$ cat src/rtl/seq_divider_16bit_pkg.sv
// Shared definitions for the sequential 16-bit restoring divider:
// FSM state encoding, operand width and the divide-by-zero result constant.
package seq_divider_16bit_pkg;

  localparam int DIV_WIDTH = 16;

  typedef enum logic [1:0] {
    S_IDLE = 2'd0,
    S_CALC = 2'd1,
    S_DONE = 2'd2
  } div_state_t;

  // Index of the final iteration; one quotient bit is resolved per CALC cycle.
  localparam logic [3:0] LAST_COUNT = 4'd15;

  localparam logic [DIV_WIDTH-1:0] DBZ_QUOTIENT = 16'hFFFF;

endpackage

$ cat src/rtl/seq_divider_16bit_cla.sv
// CLA_16bit_LookAheadUnit: 16-bit carry-lookahead adder built from four 4-bit
// groups with a second-level group-carry lookahead; the divider drives it as a subtractor.
module CLA_16bit_LookAheadUnit (
  input  logic [15:0] a,
  input  logic [15:0] b,
  input  logic        cin,
  output logic [15:0] sum,
  output logic        cout
);

  logic [15:0] gen;
  logic [15:0] prop;
  logic [3:0]  grp_gen;
  logic [3:0]  grp_prop;
  logic [4:0]  grp_carry;

  assign gen  = a & b;
  assign prop = a ^ b;

  always_comb begin
    grp_gen  = '0;
    grp_prop = '0;
    for (int k = 0; k < 4; k++) begin
      grp_gen[k]  = gen[4*k+3]
                  | (prop[4*k+3] & gen[4*k+2])
                  | (prop[4*k+3] & prop[4*k+2] & gen[4*k+1])
                  | (prop[4*k+3] & prop[4*k+2] & prop[4*k+1] & gen[4*k]);
      grp_prop[k] = prop[4*k+3] & prop[4*k+2] & prop[4*k+1] & prop[4*k];
    end
  end

  // Group carries are fully expanded so no carry depends on another carry.
  assign grp_carry[0] = cin;
  assign grp_carry[1] = grp_gen[0] | (grp_prop[0] & cin);
  assign grp_carry[2] = grp_gen[1] | (grp_prop[1] & grp_gen[0])
                      | (grp_prop[1] & grp_prop[0] & cin);
  assign grp_carry[3] = grp_gen[2] | (grp_prop[2] & grp_gen[1])
                      | (grp_prop[2] & grp_prop[1] & grp_gen[0])
                      | (grp_prop[2] & grp_prop[1] & grp_prop[0] & cin);
  assign grp_carry[4] = grp_gen[3] | (grp_prop[3] & grp_gen[2])
                      | (grp_prop[3] & grp_prop[2] & grp_gen[1])
                      | (grp_prop[3] & grp_prop[2] & grp_prop[1] & grp_gen[0])
                      | (grp_prop[3] & grp_prop[2] & grp_prop[1] & grp_prop[0] & cin);

  always_comb begin
    logic carry;
    sum   = '0;
    carry = 1'b0;
    for (int k = 0; k < 4; k++) begin
      carry = grp_carry[k];
      for (int j = 0; j < 4; j++) begin
        sum[4*k+j] = prop[4*k+j] ^ carry;
        carry      = gen[4*k+j] | (prop[4*k+j] & carry);
      end
    end
  end

  assign cout = grp_carry[4];

endmodule

$ cat src/rtl/seq_divider_16bit.sv
// Multi-cycle unsigned 16-bit restoring divider: one quotient bit per cycle,
// trial subtraction done by the shared CLA in subtract mode.
module seq_divider_16bit
  import seq_divider_16bit_pkg::*;
#(
  parameter int WIDTH = DIV_WIDTH
) (
  input  logic             clk,
  input  logic             rst,
  input  logic             start,
  input  logic [WIDTH-1:0] dividend,
  input  logic [WIDTH-1:0] divisor,
  output logic             busy,
  output logic             done,
  output logic [WIDTH-1:0] quotient,
  output logic [WIDTH-1:0] remainder,
  output logic             div_by_zero
);

  div_state_t state;
  div_state_t state_next;

  logic [WIDTH:0]   part_rem;
  logic [WIDTH-1:0] quo_sh;
  logic [WIDTH-1:0] divisor_q;
  logic [3:0]       count;

  logic [WIDTH:0]   shifted;
  logic [WIDTH-1:0] diff;
  logic             sub_cout;
  logic             trial_ok;
  logic [WIDTH:0]   rem_next;
  logic [WIDTH-1:0] quo_next;
  logic             can_accept;
  logic             last_iter;

  assign can_accept = (state == S_IDLE) || (state == S_DONE);
  assign last_iter  = (count == LAST_COUNT);

  // Shift the next dividend bit into the partial remainder, then try R - D.
  assign shifted = {part_rem[WIDTH-1:0], quo_sh[WIDTH-1]};

  CLA_16bit_LookAheadUnit u_sub (
    .a    (shifted[WIDTH-1:0]),
    .b    (~divisor_q),
    .cin  (1'b1),
    .sum  (diff),
    .cout (sub_cout)
  );

  // A set bit 16 means the shifted value already exceeds any 16-bit divisor.
  assign trial_ok = shifted[WIDTH] | sub_cout;
  assign rem_next = trial_ok ? {1'b0, diff} : shifted;
  assign quo_next = {quo_sh[WIDTH-2:0], trial_ok};

  always_ff @(posedge clk) begin
    if (rst) begin
      state <= S_IDLE;
    end else begin
      state <= state_next;
    end
  end

  always_comb begin
    state_next = state;
    busy       = 1'b0;
    done       = 1'b0;
    case (state)
      S_IDLE: begin
        if (start) begin
          state_next = (divisor == '0) ? S_DONE : S_CALC;
        end
      end
      S_CALC: begin
        busy = 1'b1;
        if (last_iter) begin
          state_next = S_DONE;
        end
      end
      S_DONE: begin
        done = 1'b1;
        if (start) begin
          state_next = (divisor == '0) ? S_DONE : S_CALC;
        end else begin
          state_next = S_IDLE;
        end
      end
      default: state_next = S_IDLE;
    endcase
  end

  // Datapath and result registers; results move only on completion or reset.
  always_ff @(posedge clk) begin
    if (rst) begin
      part_rem    <= '0;
      quo_sh      <= '0;
      divisor_q   <= '0;
      count       <= '0;
      quotient    <= '0;
      remainder   <= '0;
      div_by_zero <= 1'b0;
    end else if (can_accept && start) begin
      part_rem  <= '0;
      quo_sh    <= dividend;
      divisor_q <= divisor;
      count     <= '0;
      if (divisor == '0) begin
        quotient    <= DBZ_QUOTIENT;
        remainder   <= dividend;
        div_by_zero <= 1'b1;
      end else begin
        div_by_zero <= 1'b0;
      end
    end else if (state == S_CALC) begin
      part_rem <= rem_next;
      quo_sh   <= quo_next;
      count    <= count + 4'd1;
      if (last_iter) begin
        quotient  <= quo_next;
        remainder <= rem_next[WIDTH-1:0];
      end
    end
  end

endmodule

$ cat config.mk
export PLATFORM = sky130hd
export DESIGN_NAME = seq_divider_16bit
export DESIGN_NICKNAME = d
export VERILOG_FILES = /design/src/rtl/seq_divider_16bit_pkg.sv /design/src/rtl/seq_divider_16bit_cla.sv /design/src/rtl/seq_divider_16bit.sv
export SDC_FILE = /design/constraint.sdc
export NUM_CORES = 1
export LEC_CHECK = 0
export CAP_MARGIN = 20
export CORE_ASPECT_RATIO = 1.25
export CORE_UTILIZATION = 54
export CTS_CLUSTER_SIZE = 40
export DETAILED_ROUTE_END_ITERATION = 12
export PLACE_DENSITY = 0.77
export SYNTH_ARGS = -nofsm -noshare
export SYNTH_HDL_FRONTEND = slang
export SYNTH_SLANG_ARGS = --single-unit
$ cat constraint.sdc
create_clock -name clk -period 4.5 [get_ports clk]
set_input_delay 0.675 -clock clk [delete_from_list [all_inputs] [get_ports clk]]
set_output_delay 0.675 -clock clk [all_outputs]
set_load 0.03 [all_outputs]
# Word level (Yosys, flattened, before mapping)
# Index checks and enable logic that the tools add are counted.
# word_totals
reg_bits	87
output_inout_bits	35
# op_classes
add_sub_neg	1
n_eq_ne	6
mux	19
n_bitwise	101
reduce_logical	9
# ops
op	count
two-way mux 16 bit	11
bitwise AND 1 bit	47
bitwise OR 1 bit	35
bitwise AND 16 bit	1
logical NOT 16 bit	1
inverter 16 bit	1
XOR 16 bit	1
XOR 1 bit	15
two-way mux 2 bit	4
inequality test 2 bit (second input constant)	3
case mux 2 bit (3 select lines)	1
adder 4 x 1 -> 4 bit (second input constant)	1
== test 4 bit (second input constant)	1
nonzero test 2 bit	2
two-way mux 1 bit	3
AND reduction 3 bit	1
== test 2 x 1 -> 1 bit (second input constant)	1
== test 2 bit (second input constant)	1
logical NOT 2 bit	1
AND reduction 2 bit	1
OR reduction 2 bit	1
logical AND 1 bit	1
logical OR 1 bit	1
inverter 1 bit	1

# Depth between registers and ports, before layout
# Gate-level depths: netlist of the first run.
# depth
ltp_word	21
ltp_mapped	12

# Hierarchy
# From an unflattened synthesis of the first run, not the netlist that was laid out.
# unflattened
cells_unflattened	468
area_unflattened_um2	4265.3
# by_module_without_submodules
mod	n_inst	cells_per_inst	area_per_inst_um2
seq_divider_16bit	1	399	3574.7
CLA_16bit_LookAheadUnit	1	69	690.7

# Worst setup path after synthesis of the first run
# OpenSTA, ideal clock, no wires.
# synth_timing
path_type	register to register
from	register quo_sh[15]
to	register part_rem[14]
setup_time_ns	0.063
t_arrival_ns	3.042
setup_slack_ns	1.395
stages_incl_launch_ff	12
path_buffers	0
path_cell_list	dfxtp_1 inv_1 ha_1 o21ai_1 a221oi_2 o21ai_1 nor2b_1 fa_1 fa_1 fa_1 or4_1 nand3_1
# synth_via
elab_chain_len	12
word_cells_on_any_way	20
# synth_rtl
item	line_no	source
start, declared	seq_divider_16bit.sv:24	logic [WIDTH-1:0] quo_sh;
start signal, assigned	seq_divider_16bit.sv:104	quo_sh <= dividend;
start signal, assigned	seq_divider_16bit.sv:116	quo_sh <= quo_next;
bitwise AND 16 bit	seq_divider_16bit_cla.sv:17	assign gen = a & b;
bitwise AND 1 bit	seq_divider_16bit_cla.sv:27	| (prop[4*k+3] & prop[4*k+2] & prop[4*k+1] & gen[4*k]);
bitwise OR 1 bit	seq_divider_16bit_cla.sv:27	
bitwise AND 1 bit	seq_divider_16bit_cla.sv:38	| (grp_prop[2] & grp_prop[1] & grp_gen[0])
bitwise OR 1 bit	seq_divider_16bit_cla.sv:38	
bitwise OR 1 bit	seq_divider_16bit_cla.sv:39	| (grp_prop[2] & grp_prop[1] & grp_prop[0] & cin);
bitwise AND 1 bit	seq_divider_16bit_cla.sv:53	carry = gen[4*k+j] | (prop[4*k+j] & carry);
bitwise OR 1 bit	seq_divider_16bit_cla.sv:53	
bitwise AND 1 bit	seq_divider_16bit_cla.sv:53	
bitwise OR 1 bit	seq_divider_16bit_cla.sv:53	
XOR 1 bit	seq_divider_16bit_cla.sv:52	sum[4*k+j] = prop[4*k+j] ^ carry;
two-way mux 16 bit (*)	seq_divider_16bit.sv:53	assign rem_next = trial_ok ? {1'b0, diff} : shifted;
end signal, assigned	seq_divider_16bit.sv:115	part_rem <= rem_next;
end, declared	seq_divider_16bit.sv:23	logic [WIDTH:0] part_rem;
# Mark *: on every way between the ends. The rest lies on a longest branch, timed or not.
# A chain may end at the register's enable or synchronous reset.

# Final worst setup path of the first run
# Same ends and word-level chain as after synthesis.

==> impl_results.md, run 1 <==
* Status: finished, final reports clean
* Synthesized area at 4420 µm²
* Port Buffer Count at 69
* P_leak at 1.92 nW
* Post-route ant nets at 0
* Hold crit path type: flip-flop to flip-flop
* DIE HEIGHT at 103 µm
* Post-DP HPWL at 7230 µm
* Die X at 82.9 µm
* Final-report setup violation count at 0
* Psw at 0.536 mW
* Drt drc at 0
* Max Clk Rate at 0.298 GHz
* Drt pass-1 iters at 6
* CTS root buf: clkbuf_8
* Placed Cells at 665
* Starting Density at 56.0%
* Slew Limit Fails at 0
* Relative slew slack at 29.3%
* Setup tns final at 0 ps
* Largest net degree at the start of global routing at 79
* Share of cells above drive strength 1 at 4.44%
* Internal power at 1.17 mW
* Seq cells post-synth at 87
* Syn Area/Cell at 8.17 µm²
* Critical Path AT at 3660 ps
* Wire per inst at 15.3 µm
* Max-cap viol count at 0
* Worst setup margin at 1140 ps
* Tcrit/Tclk final at 74.6%
* Full die area at 8550 µm²
* Data required, critical path at 4800 ps
* Final net count at 645
* Initial drt markers at 282
* PostCTS Resize Cnt at 0
* Inserted Clock Buffers at 9
* Worst Setup Start Kind: flip-flop
* Cells after synthesis at 541
* Hold_buf cts at 0
* Switching share of power at 31.5%
* Final wirelength at 10400 µm
* Layout area overhead at 18.4%
* Total number of vias at 3999
* Clock Latency Late Sink at 360 ps
* Overall Global Routing Usage at 25.4%
* Crit path time final at 3360 ps
* Primary FF master, synth: dfxtp_1
* Gr ovfl total at 0
* Netlist cell types at 46
* Global-route wire length before repair at 17400 µm
* Flop pwr share at 48.5%
* Placed cell area at 5070 µm²
* Leading area contributor after synthesis: dfxtp_1
* Worst IR Drop VDD at 0.194 mV
* Register area share after synthesis at 39.4%
* Ys async rst share at 0%
* EDFF count, synth at 0
* Worst slack, placed at 1170 ps
* Gpl congestion at 0.873
* Vias in the first global route at 3638
* Main area contributors after synthesis: dfxtp_1 39%, nand2_1 6.9%, ha_1 5.1%, fa_1 5.0%, nor3_1 4.8%
* I/O pin count at 70
* Clock power frac at 27.9%
* Clk sink count at 87
* Core Footprint at 7880 µm²
* Worst-path clk slew at 80 ps
* Clock Skew at 8.55 ps
* Kind of critical path: flip-flop to flip-flop
* # diodes at 0
* H-tree depth at 3
* CP endpoint kind: flip-flop
* Row cnt at 36
* Post-route cell area at 5230 µm²
* Fin. Hold Viols at 0
* Synthesized Nets at 605
* RSZ-0062 raised after global routing: no
* Post-CTS Setup Repair Bufs at 0
* Initial antenna violation count at 0
* Least-Margin Pin Slew at 1060 ps
* Worst-path fanout max at 4
* Top cell type's share of synthesized area at 39.4%
* Power Density at 325 nW/µm²
* Combinational Power Share at 23.6%
* CTS tree: done
* Vias per cell at 5.88
* Clock Tree Buf Depth at 2
* Yosys warning total at 0
* Reg2reg setup slack at 1140 ps
* Non-filler cells, final at 680
==> Yosys cell counts (4+ instances only) <==
cell type / instances
o21ai_0: 13
nand4_1: 18
dfxtp_1: 87
a221o_1: 8
nor4_1: 12
nand3_1: 21
o311ai_1: 5
clkbuf_1: 32
fa_1: 11
o22ai_1: 4
nand2_1: 81
and3_1: 4
nor2_1: 29
mux2i_1: 7
a21oi_1: 34
a22oi_1: 5
inv_1: 31
ha_1: 18
nor3_1: 42
or4_1: 10
xor2_1: 6
o21ai_1: 4
buf_2: 8
a31oi_1: 16
==> cell usage in the layout (no fill, tap or decap), drive strengths merged, types with 2 or more instances in the layout <==
master and instances:
buf 8, a31oi 16, nand4b 3, nand4 18, nor3 42, a221oi 2, or2 2, ha 18
xor2 6, o311ai 8, a21oi 34, nor4 12, a221o 8, dfxtp 87, o221ai 3, fa 11
nand2 81, mux2i 7, inv 31, o21ai 17, and3 4, clkdlybuf4s50 68, clkinv 4, o22ai 4
or4 10, a22oi 5, nor2b 3, nand3 21, clkbuf 11, nand2b 2, nor2 29
==> stage by stage <==
step                hold WS, ps  total power, mW  utilization (%)
floorplan                   436             1.15                -
global placement            445             1.23             64.3
detailed placement          447             1.24             64.3
CTS                         458             1.71             66.4
global route                481             1.80             66.4
finish                      455             1.70             66.4
==> kinds of logic after synthesis <==
kind of cell    after synthesis  synth area share (%)
xor+xnor                      7                  1.39
simple gates                228                  24.8
mux                           7                  1.59
flops                        87                  39.4
compound gates              104                  15.3
buf+inv                      79                  7.45
fa+ha+maj                    29                  10.1
==> final timing paths <==
kind / from / endpoint / cells past startpoint
hold reg to reg: div_by_zero / div_by_zero / 2
setup / recovery: quo_sh[15] / part_rem[14] / 11
setup reg to reg: quo_sh[15] / part_rem[14] / 11
hold / removal: div_by_zero / div_by_zero / 2
==> registers in the layout, indices dropped and copies added (netlist names) <==
signal / count
div_by_zero: 1
part_rem: 16
count: 4
divisor_q: 16
quotient: 16
remainder: 16
quo_sh: 16
state: 2
==> critical path, stage by stage (launching register included) <==
cell and delay [ps]:
dfxtp_1 380, inv_1 80, ha_1 310, o21ai_1 100
a221oi_2 310, o21ai_1 110, nor2b_1 160, fa_1 390
fa_1 390, fa_1 460, or4_1 530, nand3_1 80
==> layout make-up <==
cell class	count	area (µm²)
Clock inverter	4	22.5
Inverter	32	120
Fill cell	695	2650
Timing Repair Buffer	76	738
Tap cell	95	119
Sequential cell	87	1740
Clock buffer	11	141
Multi-Input combinational cell	375	2350
==> routing by layer <==
| layer | GRT usage (%) | up-vias | share of wire (%) |
|---|---|---|---|
| met2 | 42.9 | 139 | 49 |
| met4 | 11.3 | 0 | 1.9 |
| li1 | - | 1999 | - |
| met1 | 33.0 | 1847 | 45 |
| met3 | 3.28 | 14 | 4.5 |
| met5 | 0 | - | 0 |
==> power groups by stage <==
stage | clock (mW) | combinational [mW] | sequential, mW
global placement | 0 | 0.387 | 0.842
global route | 0.518 | 0.447 | 0.830
detailed placement | 0 | 0.396 | 0.843
CTS | 0.487 | 0.398 | 0.825
floorplan | 0 | 0.316 | 0.835
finish | 0.476 | 0.401 | 0.825
No activity file was read; power rests on OpenSTA's default activity.
==> inputs of run 2 (changes only) <==
--- a/config.mk
+++ b/config.mk
@@ -7,10 +7,10 @@
 export LEC_CHECK = 0
 export CAP_MARGIN = 20
 export CORE_ASPECT_RATIO = 1.25
-export CORE_UTILIZATION = 54
+export CORE_UTILIZATION = 49
 export CTS_CLUSTER_SIZE = 40
 export DETAILED_ROUTE_END_ITERATION = 12
-export PLACE_DENSITY = 0.77
+export PLACE_DENSITY = 0.74
 export SYNTH_ARGS = -nofsm -noshare
 export SYNTH_HDL_FRONTEND = slang
 export SYNTH_SLANG_ARGS = --single-unit
==> constraint.sdc (replaced) <==
create_clock -name clk -period 2.8 [get_ports clk]
set_input_delay 0.42 -clock clk [delete_from_list [all_inputs] [get_ports clk]]
set_output_delay 0.42 -clock clk [all_outputs]
set_load 0.03 [all_outputs]
==> run 2 against run 1 <==
- sequential cell count unchanged
- utilization grew 0.070 points
- worst hold slack better by 9.4 ps
- the flow now finishes with violations (negative setup slack)
- power up 85%
- largest cell class unchanged
==> impl_results.md, run 2 (synthesized netlist as in run 1, its figures left out) <==
* Full die area at 9400 µm² (was 8550 µm²)
* H-tree depth at 3 (unchanged)
* Share of cells above drive strength 1 at 16.0% (was 4.44%)
* GRT met2 Usage at 43.9% (was 42.9%)
* Data required, critical path at 3120 ps (was 4800 ps)
* Final core utilization at 66.5% (was 66.4%)
* Met3 Resource Use GR at 5.34% (was 3.28%)
* Layout area overhead at 30.9% (was 18.4%)
* Final-report setup violation count at 7 (was 0)
* Clock Latency Late Sink at 380 ps (was 360 ps)
* Post-DP HPWL at 8130 µm (was 7230 µm)
* Worst IR Drop VDD at 0.269 mV (was 0.194 mV)
* Commonest non-fill, non-tap cell in the layout: nand2_1 (was dfxtp_1)
* Initial drt markers at 303 (was 282)
* Status: complete, but fails checks (was finished, final reports clean)
* Row cnt at 38 (was 36)
* Drt pass-1 iters at 6 (unchanged)
* Largest net degree at the start of global routing at 79 (unchanged)
* Clock Tree Buf Depth at 2 (unchanged)
* Smallest hold slack at 465 ps (was 455 ps)
* Core Footprint at 8700 µm² (was 7880 µm²)
* # diodes at 0 (unchanged)
* Power Density at 544 nW/µm² (was 325 nW/µm²)
* Clock Skew at 6.75 ps (was 8.55 ps)
* Failing checks: negative setup slack
* Worst-path clk slew at 90 ps (was 80 ps)
* Multi-input gate area at 2520 µm² (was 2350 µm²)
* Kind of critical path: flip-flop to flip-flop (unchanged)
* DIE HEIGHT at 108 µm (was 103 µm)
* Gpl congestion at 0.886 (was 0.873)
* Critical Path AT at 3470 ps (was 3660 ps)
* Hold_buf cts at 0 (unchanged)
* Global-route wire length before repair at 18800 µm (was 17400 µm)
* Port Buffer Count at 69 (unchanged)
* Slew Limit Fails at 0 (unchanged)
* Worst slack, placed at -338 ps (was 1170 ps)
* Overall Global Routing Usage at 25.8% (was 25.4%)
* Worst Setup Start Kind: flip-flop (unchanged)
* Worst setup margin at -343 ps (was 1140 ps)
* Inserted Clock Buffers at 9 (unchanged)
* Met1 GRT Util at 31.7% (was 33.0%)
* Die X at 86.9 µm (was 82.9 µm)
* Hold crit path type: flip-flop to flip-flop (unchanged)
* Gr ovfl total at 0 (unchanged)
* Register Area at 1750 µm² (was 1740 µm²)
* CP max stage delay at 520 ps (was 530 ps)
* Relative slew slack at 22.7% (was 29.3%)
* Clk sink count at 87 (unchanged)
* Fillers at 726 (was 695)
* Final net count at 679 (was 645)
* Vias per cell at 5.69 (was 5.88)
* Wire per inst at 15.9 µm (was 15.3 µm)
* Crit-path most repeated cell: fa_2 (was fa_1)
* Family with the most delay on the worst path: adder cells (unchanged)
* P_leak at 2.15 nW (was 1.92 nW)
* Vias in the first global route at 3913 (was 3638)
* Crit path time final at 3140 ps (was 3360 ps)
* CP endpoint kind: flip-flop (unchanged)
* Total power draw at 3.15 mW (was 1.70 mW)
* Fin. Hold Viols at 0 (unchanged)
* Max Clk Rate at 0.318 GHz (was 0.298 GHz)
* Tcrit/Tclk final at 112% (was 74.6%)
* Total number of vias at 4210 (was 3999)
* Grt peak-use layer: met2 (unchanged)
* Drt drc at 0 (unchanged)
* Initial antenna violation count at 0 (unchanged)
* RSZ-0062 raised after global routing: yes (was no)
* I/O pin count at 70 (unchanged)
* Most frequent cells in the layout: 81 x nand2_1, 80 x dfxtp_1, 68 x clkdlybuf4s50_1 (was 87 x dfxtp_1, 81 x nand2_1, 68 x clkdlybuf4s50_1)
* Starting Density at 50.8% (was 56.0%)
* Post-route ant nets at 0 (unchanged)
* Max-cap viol count at 0 (unchanged)
* Slowest cell on crit path: or4_4 (was or4_1)
* Final wirelength at 11700 µm (was 10400 µm)
* CP Buf/Inv Count at 1 (unchanged)
* CTS root buf: clkbuf_8 (unchanged)
* Crit-path cells: inv_1, ha_4, o21ai_2, a221oi_2, o21ai_1, nor2b_4, fa_2, fa_2, fa_2, or4_4, nand3_2 (was inv_1, ha_1, o21ai_1, a221oi_2, o21ai_1, nor2b_1, fa_1, fa_1, fa_1, or4_1, nand3_1)
* Worst-path fanout max at 2 (was 4)
* Setup tns final at -1380 ps (was 0 ps)
* Least-Margin Pin Slew at 1150 ps (was 1060 ps)
* CTS tree: done (unchanged)
==> run 2: worst paths after layout <==
kind / startpoint / end / slack (ps) / depth (start not counted)
max: divisor_q[2] / part_rem[14] / -340 / 11
min: div_by_zero / div_by_zero / 460 / 2
min reg2reg: div_by_zero / div_by_zero / 460 / 2
max reg2reg: divisor_q[2] / part_rem[14] / -340 / 11
==> run 2: stage by stage <==
stage          cell area [µm²]  std cells
2_1_floorplan             4440        541
3_3_place_gp              5360        718
3_5_place_dp              5360        718
4_1_cts                   5680        737
5_1_grt                   5780        740
6_report                  5780        740
==> run 2: routing by layer <==
layer | part of all wire [%] | vias to the layer above
met3 | 4.8 | 24
met2 | 50 | 137
met5 | 0 | -
li1 | - | 2070
met1 | 43 | 1979
met4 | 2.2 | 0
==> run 2: layout make-up <==
class                   instances  share of cell area [%]
repair buffers                110                    17.7
multi-input cells             375                    43.5
inverters                      32                    2.08
clock inverters                 5                    1.41
flip-flops and latches         87                    30.3
clock buffers                  11                    2.45
well taps                     120                    2.60
==> run 2: worst register-to-register path, cell delays in order (launching register included) <==
cell and delay (ps):
dfxtp_2 330, inv_1 70, ha_4 270, o21ai_2 70, a221oi_2 340, o21ai_1 150
nor2b_4 150, fa_2 340, fa_2 350, fa_2 430, or4_4 520, nand3_2 70
==> run 2: power by group <==
| part | total, mW | leakage [nW] | switching (mW) | internal [mW] |
|---|---|---|---|---|
| Sequential | 1.33 | 0.710 | 0.0403 | 1.29 |
| Combinational | 0.830 | 1.33 | 0.455 | 0.375 |
| Clock | 0.992 | 0.110 | 0.464 | 0.527 |
| Total | 3.15 | 2.15 | 0.960 | 2.19 |
==> run 2: repair_timing <==
item,4_1_cts,5_1_grt
gates cloned,0,0
pin swaps,6,12
setup buffers,3,3
gates resized for setup,16,19
setup endpoints to repair,5,11
==> inputs of run 3 (changes only) <==
--- a/config.mk
+++ b/config.mk
@@ -6,7 +6,8 @@
 export NUM_CORES = 1
 export LEC_CHECK = 0
 export CAP_MARGIN = 20
-export CORE_ASPECT_RATIO = 1.25
+export CORE_ASPECT_RATIO = 0.7
+export CORE_MARGIN = 10
 export CORE_UTILIZATION = 49
 export CTS_CLUSTER_SIZE = 40
 export DETAILED_ROUTE_END_ITERATION = 12
==> run 3 against run 2 <==
- the run still ends with negative setup slack left
- via count increased by 3.7%
- die area increased by 41%
- setup slack improved by 62 ps
- utilization increased by 2.4 points
- register-to-register slack improved by 60 ps
- clock skew decreased by 0.67 ps
- sequential share of layout area decreased by 0.80 points
- critical path depth unchanged
- highest routed layer unchanged
- sequential power about the same
- final cell count increased by 1.4%
==> impl_results.md, run 3 (synthesized netlist as in run 1, its figures left out) <==
* Status: complete, but fails checks (unchanged)
* Failing checks: negative setup slack (unchanged)
* Fillers at 724 (was 726)
* Clock Latency Late Sink at 350 ps (was 380 ps)
* Multi-input gate area at 2500 µm² (was 2520 µm²)
* RR Endpoint: part_rem[14] (unchanged)
* Max Clk Rate at 0.325 GHz (was 0.318 GHz)
* Slew Limit Fails at 0 (unchanged)
* Worst Setup Start Kind: flip-flop (unchanged)
* I/O pin count at 70 (unchanged)
* Tcrit/Tclk final at 110% (was 112%)
* Row cnt at 28 (was 38)
* Fin. Hold Viols at 0 (unchanged)
* Inserted Clock Buffers at 9 (unchanged)
* Initial drt markers at 480 (was 303)
* Smallest hold slack at 458 ps (was 465 ps)
* Kind of critical path: flip-flop to flip-flop (unchanged)
* CP Buf/Inv Count at 1 (unchanged)
* Worst-path fanout max at 2 (unchanged)
* Core Footprint at 8620 µm² (was 8700 µm²)
* Psw at 1.06 mW (was 0.960 mW)
* Worst r2r path cells at 11 (unchanged)
* Reg2reg setup slack at -280 ps (was -340 ps)
* Critical Path AT at 3370 ps (was 3470 ps)
* Total number of vias at 4365 (was 4210)
* Initial antenna violation count at 0 (unchanged)
* DIE HEIGHT at 99.4 µm (was 108 µm)
* Worst-path clk slew at 70 ps (was 90 ps)
* RSZ-0062 raised after global routing: yes (unchanged)
* Clock Skew at 6.09 ps (was 6.75 ps)
* # diodes at 0 (unchanged)
* Wire per inst at 18.8 µm (was 15.9 µm)
* Least-Margin Pin Slew at 987 ps (was 1150 ps)
* CP endpoint kind: flip-flop (unchanged)
* CTS tree: done (unchanged)
* Most frequent cells in the layout: 82 x dfxtp_1, 81 x nand2_1, 68 x clkdlybuf4s50_1 (was 81 x nand2_1, 80 x dfxtp_1, 68 x clkdlybuf4s50_1)
* Crit-path cells: inv_2, ha_4, o21ai_4, a221oi_2, o21ai_2, nor2b_4, fa_2, fa_2, fa_2, or4_1, nand3_1 (was inv_1, ha_4, o21ai_2, a221oi_2, o21ai_1, nor2b_4, fa_2, fa_2, fa_2, or4_4, nand3_2)
* Layout area overhead at 34.2% (was 30.9%)
* P_leak at 2.23 nW (was 2.15 nW)
* Clock power frac at 37.3% (was 31.5%)
* Flop pwr share at 37.7% (was 42.1%)
* Gpl congestion at 0.887 (was 0.886)
* Largest net degree at the start of global routing at 61 (was 79)
* CTS root buf: clkbuf_16 (was clkbuf_8)
* Share of cells above drive strength 1 at 16.2% (was 16.0%)
* Slowest cell on crit path: or4_1 (was or4_4)
* CP max stage delay at 520 ps (about the same)
* Hold Path Sink: divisor_q[10] (was div_by_zero)
* H-tree depth at 3 (unchanged)
* Vias per cell at 5.82 (was 5.69)
* Gr ovfl total at 0 (unchanged)
* Power Density at 593 nW/µm² (was 544 nW/µm²)
* Crit-path most repeated cell: fa_2 (unchanged)
* Post-DP HPWL at 9780 µm (was 8130 µm)
* Total power draw at 3.52 mW (was 3.15 mW)
* Family with the most delay on the worst path: adder cells (unchanged)
* Overall Global Routing Usage at 20.8% (was 25.8%)
* Hold crit path type: flip-flop to flip-flop (unchanged)
* Relative slew slack at 34.2% (was 22.7%)
* Crit path time final at 3080 ps (was 3140 ps)
* Vias in the first global route at 4251 (was 3913)
* Commonest non-fill, non-tap cell in the layout: dfxtp_1 (was nand2_1)
* Final net count at 689 (was 679)
* Final wirelength at 14100 µm (was 11700 µm)
* Drt drc at 0 (unchanged)
* Hold Path Origin: divisor_q[10] (was div_by_zero)
* Internal power at 2.46 mW (was 2.19 mW)
* Clk sink count at 87 (unchanged)
* Starting Density at 51.3% (was 50.8%)
* Worst IR Drop VDD at 0.372 mV (was 0.269 mV)
* Max-cap viol count at 0 (unchanged)
* Combinational Power Share at 25.0% (was 26.4%)
* Drt pass-1 iters at 6 (unchanged)
* Data required, critical path at 3090 ps (was 3120 ps)
* Global-route wire length before repair at 22400 µm (was 18800 µm)
* Hold path depth at 2 (unchanged)
* Post-route ant nets at 0 (unchanged)
* Switching share of power at 30.1% (was 30.5%)
* Die X at 133 µm (was 86.9 µm)
* Reg2reg start: quo_sh[15] (was divisor_q[2])
* Final core utilization at 68.8% (was 66.5%)
* Clock Tree Buf Depth at 2 (unchanged)
* Full die area at 13300 µm² (was 9400 µm²)
* Worst setup margin at -280 ps (was -343 ps)
* Register Area at 1750 µm² (about the same)
* Port Buffer Count at 69 (unchanged)
* Final-report setup violation count at 7 (unchanged)
==> run 3: metrics by stage <==
step	worst slack, ps	instances	area [µm²]	setup TNS [ps]
after floorplan	-178	541	4440	-186
after global placement	-277	729	5440	-756
after detailed placement	-318	729	5440	-1050
after CTS	-231	748	5870	-686
after global routing	-357	750	5930	-1700
final	-280	750	5930	-887
==> run 3: worst max path at each step <==
stage	start	end	slack, ps	depth (start not counted)
after global routing	quo_sh[15]	part_rem[14]	-360	11
after floorplan	quo_sh[15]	part_rem[14]	-180	11
after CTS	quo_sh[15]	part_rem[14]	-230	11
final	quo_sh[15]	part_rem[14]	-280	11
after detailed placement	divisor_q[1]	part_rem[14]	-320	11
after global placement	divisor_q[7]	part_rem[14]	-280	11
==> run 3: area by class of cell <==
class	instances	share of cell area, %
clock buffer	9	3.80
clock inverter	7	1.65
inverter	32	2.03
multi-input combinational	375	42.1
sequential	87	29.5
tap	120	2.53
timing repair buffer	120	18.4
==> run 3: per-layer routing <==
metal	share of wire [%]	track usage, %
met1	47	28.4
met2	43	31.0
met3	8.8	5.73
met4	1.7	7.42
met5	0	0
==> run 3: repair_timing <==
| action | 4_1_cts | 5_1_grt |
|---|---|---|
| gates resized for setup | 16 | 10 |
| hold buffers | 0 | 0 |
| endpoints found under the setup margin | 7 | 15 |
| gates cloned | 0 | 0 |
| pin swaps | 4 | 7 |
| buffers inserted | 3 | 1 |
==> run 3: power by group through the flow <==
stage	Combinational (mW)	Sequential [mW]	Clock [mW]
final	0.878	1.33	1.31
after global routing	0.957	1.33	1.36
after CTS	0.834	1.32	1.32
after detailed placement	0.779	1.35	0
after global placement	0.764	1.35	0
after floorplan	0.514	1.34	0
==> run 3: worst register-to-register path, stage by stage (launching register included) <==
cell      delay (ps)
dfxtp_2          340
inv_2             50
ha_4             280
o21ai_4           70
a221oi_2         300
o21ai_2          110
nor2b_4          140
fa_2             340
fa_2             370
fa_2             440
or4_1            520
nand3_1           80
